File: src/rtl/pipeline_hazard_ctrl.sv
// Stall/flush sequencer for the 5-stage RV32IM pipeline: load-use bubbles,
// taken-branch flushes, multi-cycle MUL/DIV holds, memory freezes and a stall counter.
module pipeline_hazard_ctrl #(
  parameter int MUL_CYCLES = 2,
  parameter int DIV_CYCLES = 33
) (
  input  logic        CLK,
  input  logic        RESET,
  input  logic [4:0]  ID_RS1,
  input  logic [4:0]  ID_RS2,
  input  logic        ID_USES_RS1,
  input  logic        ID_USES_RS2,
  input  logic [4:0]  EX_DEST_REG,
  input  logic        EX_IS_LOAD,
  input  logic        EX_BRANCH_TAKEN,
  input  logic        EX_IS_MUL,
  input  logic        EX_IS_DIV,
  input  logic        MEM_BUSY,
  output logic        PC_ENABLE,
  output logic        IF_ID_ENABLE,
  output logic        ID_EX_ENABLE,
  output logic        EX_MEM_ENABLE,
  output logic        MEM_WB_ENABLE,
  output logic        IF_ID_FLUSH,
  output logic        ID_EX_BUBBLE,
  output logic        EX_MEM_BUBBLE,
  output logic        PC_SEL_TARGET,
  output logic        MULDIV_BUSY,
  output logic [31:0] STALL_CYCLES
);

  typedef enum logic {RUN, MD_WAIT} state_e;

  localparam bit MUL_STALLS = (MUL_CYCLES > 1);
  localparam bit DIV_STALLS = (DIV_CYCLES > 1);
  // CNT counts the remaining wait cycles after the entry cycle and the release cycle.
  localparam logic [5:0] MUL_PRESET = MUL_STALLS ? 6'(MUL_CYCLES - 2) : 6'd0;
  localparam logic [5:0] DIV_PRESET = DIV_STALLS ? 6'(DIV_CYCLES - 2) : 6'd0;

  state_e      state_q, state_d;
  logic [5:0]  cnt_q, cnt_d;
  logic [31:0] stall_cycles_q;

  logic pc_en, if_id_en, id_ex_en, ex_mem_en, mem_wb_en;
  logic if_id_flush, id_ex_bubble, ex_mem_bubble, pc_sel;
  logic load_use, md_start;

  assign load_use = EX_IS_LOAD && (EX_DEST_REG != 5'd0) &&
                    ((ID_USES_RS1 && (ID_RS1 == EX_DEST_REG)) ||
                     (ID_USES_RS2 && (ID_RS2 == EX_DEST_REG)));
  assign md_start = (EX_IS_MUL && MUL_STALLS) || (EX_IS_DIV && DIV_STALLS);

  // NOTE: every output of this block gets a default first, so no path can infer a latch.
  always_comb begin
    state_d       = state_q;
    cnt_d         = cnt_q;
    pc_en         = 1'b1;
    if_id_en      = 1'b1;
    id_ex_en      = 1'b1;
    ex_mem_en     = 1'b1;
    mem_wb_en     = 1'b1;
    if_id_flush   = 1'b0;
    id_ex_bubble  = 1'b0;
    ex_mem_bubble = 1'b0;
    pc_sel        = 1'b0;

    if (MEM_BUSY) begin
      pc_en     = 1'b0;
      if_id_en  = 1'b0;
      id_ex_en  = 1'b0;
      ex_mem_en = 1'b0;
      mem_wb_en = 1'b0;
    end else if (state_q == RUN && EX_BRANCH_TAKEN) begin
      pc_sel       = 1'b1;
      if_id_flush  = 1'b1;
      id_ex_bubble = 1'b1;
    end else if ((state_q == RUN && md_start) || (state_q == MD_WAIT && cnt_q != 6'd0)) begin
      // Hold the front end and EX; let older instructions drain behind a bubble.
      pc_en         = 1'b0;
      if_id_en      = 1'b0;
      id_ex_en      = 1'b0;
      ex_mem_bubble = 1'b1;
      if (state_q == RUN) begin
        cnt_d   = EX_IS_DIV ? DIV_PRESET : MUL_PRESET;
        state_d = MD_WAIT;
      end else begin
        cnt_d = cnt_q - 6'd1;
      end
    end else if (state_q == MD_WAIT) begin
      state_d = RUN;
    end else if (load_use) begin
      pc_en        = 1'b0;
      if_id_en     = 1'b0;
      id_ex_bubble = 1'b1;
    end
  end

  // NOTE: sequential state uses non-blocking assignments only; RESET is asynchronous.
  always_ff @(posedge CLK or posedge RESET) begin
    if (RESET) begin
      state_q        <= RUN;
      cnt_q          <= 6'd0;
      stall_cycles_q <= 32'd0;
    end else begin
      state_q <= state_d;
      cnt_q   <= cnt_d;
      if (!pc_en) stall_cycles_q <= stall_cycles_q + 32'd1;
    end
  end

  // Reset forces a fully frozen, quiet pipeline regardless of the hazard inputs.
  assign PC_ENABLE     = pc_en         && !RESET;
  assign IF_ID_ENABLE  = if_id_en      && !RESET;
  assign ID_EX_ENABLE  = id_ex_en      && !RESET;
  assign EX_MEM_ENABLE = ex_mem_en     && !RESET;
  assign MEM_WB_ENABLE = mem_wb_en     && !RESET;
  assign IF_ID_FLUSH   = if_id_flush   && !RESET;
  assign ID_EX_BUBBLE  = id_ex_bubble  && !RESET;
  assign EX_MEM_BUBBLE = ex_mem_bubble && !RESET;
  assign PC_SEL_TARGET = pc_sel        && !RESET;
  assign MULDIV_BUSY   = (state_q == MD_WAIT) && !RESET;
  assign STALL_CYCLES  = stall_cycles_q;

endmodule

File: config.mk
export PLATFORM = sky130hd
export DESIGN_NAME = pipeline_hazard_ctrl
export DESIGN_NICKNAME = d
export VERILOG_FILES = /design/src/rtl/pipeline_hazard_ctrl.sv
export SDC_FILE = /design/constraint.sdc
export NUM_CORES = 1
export LEC_CHECK = 0
export BUFFER_PORTS_ARGS = -buffer_cell sky130_fd_sc_hd__buf_2
export CORE_UTILIZATION = 46
export DETAILED_ROUTE_END_ITERATION = 8
export PLACE_DENSITY_LB_ADDON = 0.1
export REMOVE_ABC_BUFFERS = 1
export SLEW_MARGIN = 5
export SYNTH_ARGS = -nofsm -noshare
export SYNTH_HDL_FRONTEND = slang
export SYNTH_SLANG_ARGS = --single-unit
File: constraint.sdc
create_clock -name CLK -period 1.91 [get_ports CLK]
set_input_delay 0.0955 -clock CLK [delete_from_list [all_inputs] [get_ports CLK]]
set_output_delay 0.0955 -clock CLK [all_outputs]
set_load 0.03 [all_outputs]
==> flow_summary.ini <==
[floorplanning]
die_x_um = 71.2
rows = 24
coreArea_mm2 = 0.00447
die_h_um = 71.2
io_pins = 66
start_util = 0.492
die-area_mm2 = 0.00506

[routing]
drtIter0Drc = 76
ant_nets = 0
routed_wl_um = 5740
first_pass_iters = 8
via_per_inst = 5.20
via_count = 2097
wl_per_cell_um = 14.2
drc = 1

[flow_run]
maxCapViolations = 0

[clock_network]
cts_tree = done
clock_path_buffers = 2
cts.clk_slew.worst_paths_ns = 0.07
cts_buffers = 5
clkSinkCount = 39
root_buffer = clkbuf_8
clkLatencyLatePin_ns = 0.29
cts-htree-levels = 2

[power]
p_leak_nw = 1.45
sw_frac_of_total = 0.404
clock_power_share = 0.143
p_per_area_mw_per_mm2 = 1170
p_comb_frac = 0.552
p_int_w = 0.00228
p_sw_w = 0.00154
seqPwrFrac = 0.305
peakVddDrop_mv = 1.00

[setup_path]
r2r_start = cnt_q[0]$_DFFE_PP0P_
crit_type = reg -> reg
path_max_fanout = 7
arrival_ns = 2.38
r2r_slack_ns = -0.29
r2r_cells = 10
required_ns = 2.09
r2r-end = STALL_CYCLES[31]$_DFFE_PP0N_
end_kind = flop
cp-start-kind = flop

[layout]
nets = 377
fin_util = 0.734
drive_gt1_frac = 0.467
design_area_mm2 = 0.00328
area_growth_pct = 49.2
antennaDiodeCount = 0

[outcome]
violations = design-rule violations, negative setup slack
status = complete, but fails checks

[sta]
final_hold_viol_count = 0
finClkSkew_ns = 0.00498
fin_ws_ns = -0.294
fin_crit_ns = 2.20
timing.final.crit_share = 1.15
fin_setup_tns_ns = -9.60
tightest_slew_ns = 0.512
maxSlewViolCount = 0
setup_viol = 40
clock.fmax_mhz = 454
rsz0062_at_grt = true
slew_headroom = 0.659
holdWs_ns = 0.0994

[global_route]
grt_use_total = 0.240
grt-ovfl-total = 0
grt_max_degree = 40
antenna_found_initial = 0
grt_pass1_vias = 2067
grt_pass1_wl_um = 9470

[worst_hold_path]
hold_end = state_q$_DFFE_PP0P_
hold_class = in -> reg
min_path_cells = 2
min_from = MEM_BUSY

[logic_synthesis]
ys_ff_latch = 39
synth-edff-count = 0
syn-cell-area_mm2 = 0.00220
synth_top_area_frac = 0.444
postSynthCellCount = 228
ys.warnings.count = 0
ys_seq_area_frac = 0.444
yosysTopAreaCell = dfrtp_1
syn_avg_cell_area_um2 = 9.65
synth_ff_type = dfrtp_1
synth_cell_types = 39
yosys-top-cells-area = dfrtp_1 (44%), xor2_1 (9.6%), xnor2_1 (6.8%)
async_flop_share = 1.00

[placed_design]
hpwl_um = 3920
io_buffers = 65
placed_area_mm2 = 0.00289
gp_congestion = 0.806
final cells by class:
| cell class | instances | area [um^2] |
|---|---|---|
| Multi-Input combinational cell | 171 | 1280 |
| Fill cell | 337 | 1190 |
| Sequential cell | 39 | 976 |
| Timing Repair Buffer | 123 | 846 |
| Clock buffer | 7 | 76.3 |
| Tap cell | 52 | 65.1 |
| Inverter | 10 | 37.5 |
| Clock inverter | 1 | 5.00 |
worst max path at each step:
stage	start	end
2_1_floorplan	cnt_q[0]$_DFFE_PP0P_	IF_ID_ENABLE
3_3_place_gp	cnt_q[0]$_DFFE_PP0P_	STALL_CYCLES[1]$_DFFE_PP0N_
3_5_place_dp	cnt_q[1]$_DFFE_PP0P_	STALL_CYCLES[25]$_DFFE_PP0N_
4_1_cts	cnt_q[0]$_DFFE_PP0P_	IF_ID_ENABLE
5_1_grt	cnt_q[0]$_DFFE_PP0P_	cnt_q[4]$_DFFE_PP0P_
6_report	cnt_q[0]$_DFFE_PP0P_	STALL_CYCLES[31]$_DFFE_PP0N_
synthesized netlist by cell type, types with 2 or more instances:
library cell / instances
a21oi_1: 11
xnor2_1: 17
o22ai_1: 2
o21ai_0: 6
inv_1: 10
nor3_1: 11
nor4_1: 4
nor4b_1: 2
a31oi_2: 2
buf_4: 6
nand3_1: 10
or3_1: 3
ha_1: 3
and3_1: 3
xor2_1: 24
nor2_1: 21
nand2_1: 19
and2_1: 2
nor3b_1: 4
nand2b_1: 3
clkbuf_1: 2
dfrtp_1: 39
nand4_1: 8
kinds of logic after synthesis:
group / synth area share
simple gates: 0.254
xor+xnor: 0.163
flops: 0.444
compound gates: 0.0762
buf+inv: 0.0410
fa+ha+maj: 0.0171
mux: 0.00512
per-stage QoR:
step | cells | power [W] | worst slack, ns
after detailed placement | 381 | 0.00286 | -0.202
final | 403 | 0.00383 | -0.294
after global routing | 403 | 0.00406 | -0.370
after global placement | 381 | 0.00283 | -0.138
after floorplan | 220 | 0.00212 | -0.552
after CTS | 400 | 0.00369 | -0.273
repair_timing:
action | 4_1_cts | 5_1_grt
endpoints found under the setup margin | 39 | 43
hold endpoints to repair | 39 | 0
resized for setup | 38 | 10
hold buffers | 1 | 0
buffers inserted | 10 | 3
pin swaps | 8 | 4
worst max-delay path: stages, from the launching register on:
cell and delay [ns]:
dfrtp_1 0.40, inv_2 0.07, ha_1 0.13, or4b_4 0.47, o21ai_4 0.17, buf_6 0.13
nand2_2 0.05, a31oi_2 0.16, buf_6 0.17, and4bb_1 0.20, xor2_1 0.14
sequential cells by signal, summed over array words and instances, names as in the netlist:
register / count
state_q: 1
cnt_q: 6
STALL_CYCLES: 32
routing by layer:
| metal | up-vias | track usage | wire length, um |
|---|---|---|---|
| met5 | - | 0 | 0 |
| met4 | 0 | 0.0689 | 116 |
| met3 | 12 | 0.0627 | 184 |
| met2 | 44 | 0.394 | 2880 |
| met1 | 1003 | 0.314 | 2560 |
| li1 | 1038 | - | - |
cell usage in the layout, fill, tap and decap left out, drive strengths merged, types with 3 or more instances in the layout:
| master | n |
|---|---|
| a31oi | 3 |
| nand3 | 10 |
| dfrtp | 39 |
| a21oi | 11 |
| xor2 | 24 |
| nor3b | 4 |
| inv | 10 |
| xnor2 | 17 |
| nor3 | 11 |
| nand2b | 3 |
| o21ai | 7 |
| and3 | 3 |
| clkbuf | 7 |
| nand2 | 19 |
| or3 | 3 |
| ha | 3 |
| nand4 | 9 |
| buf | 122 |
| nor4 | 5 |
| nor2 | 21 |
power groups by stage:
stage	sequential (W)	clock (W)	combinational (W)
2_1_floorplan	0.00148	0	0.000644
3_3_place_gp	0.00116	0	0.00166
3_5_place_dp	0.00117	0	0.00169
4_1_cts	0.00116	0.000559	0.00198
5_1_grt	0.00119	0.000589	0.00228
6_report	0.00117	0.000545	0.00211
Power figures use the tool's default switching activity.
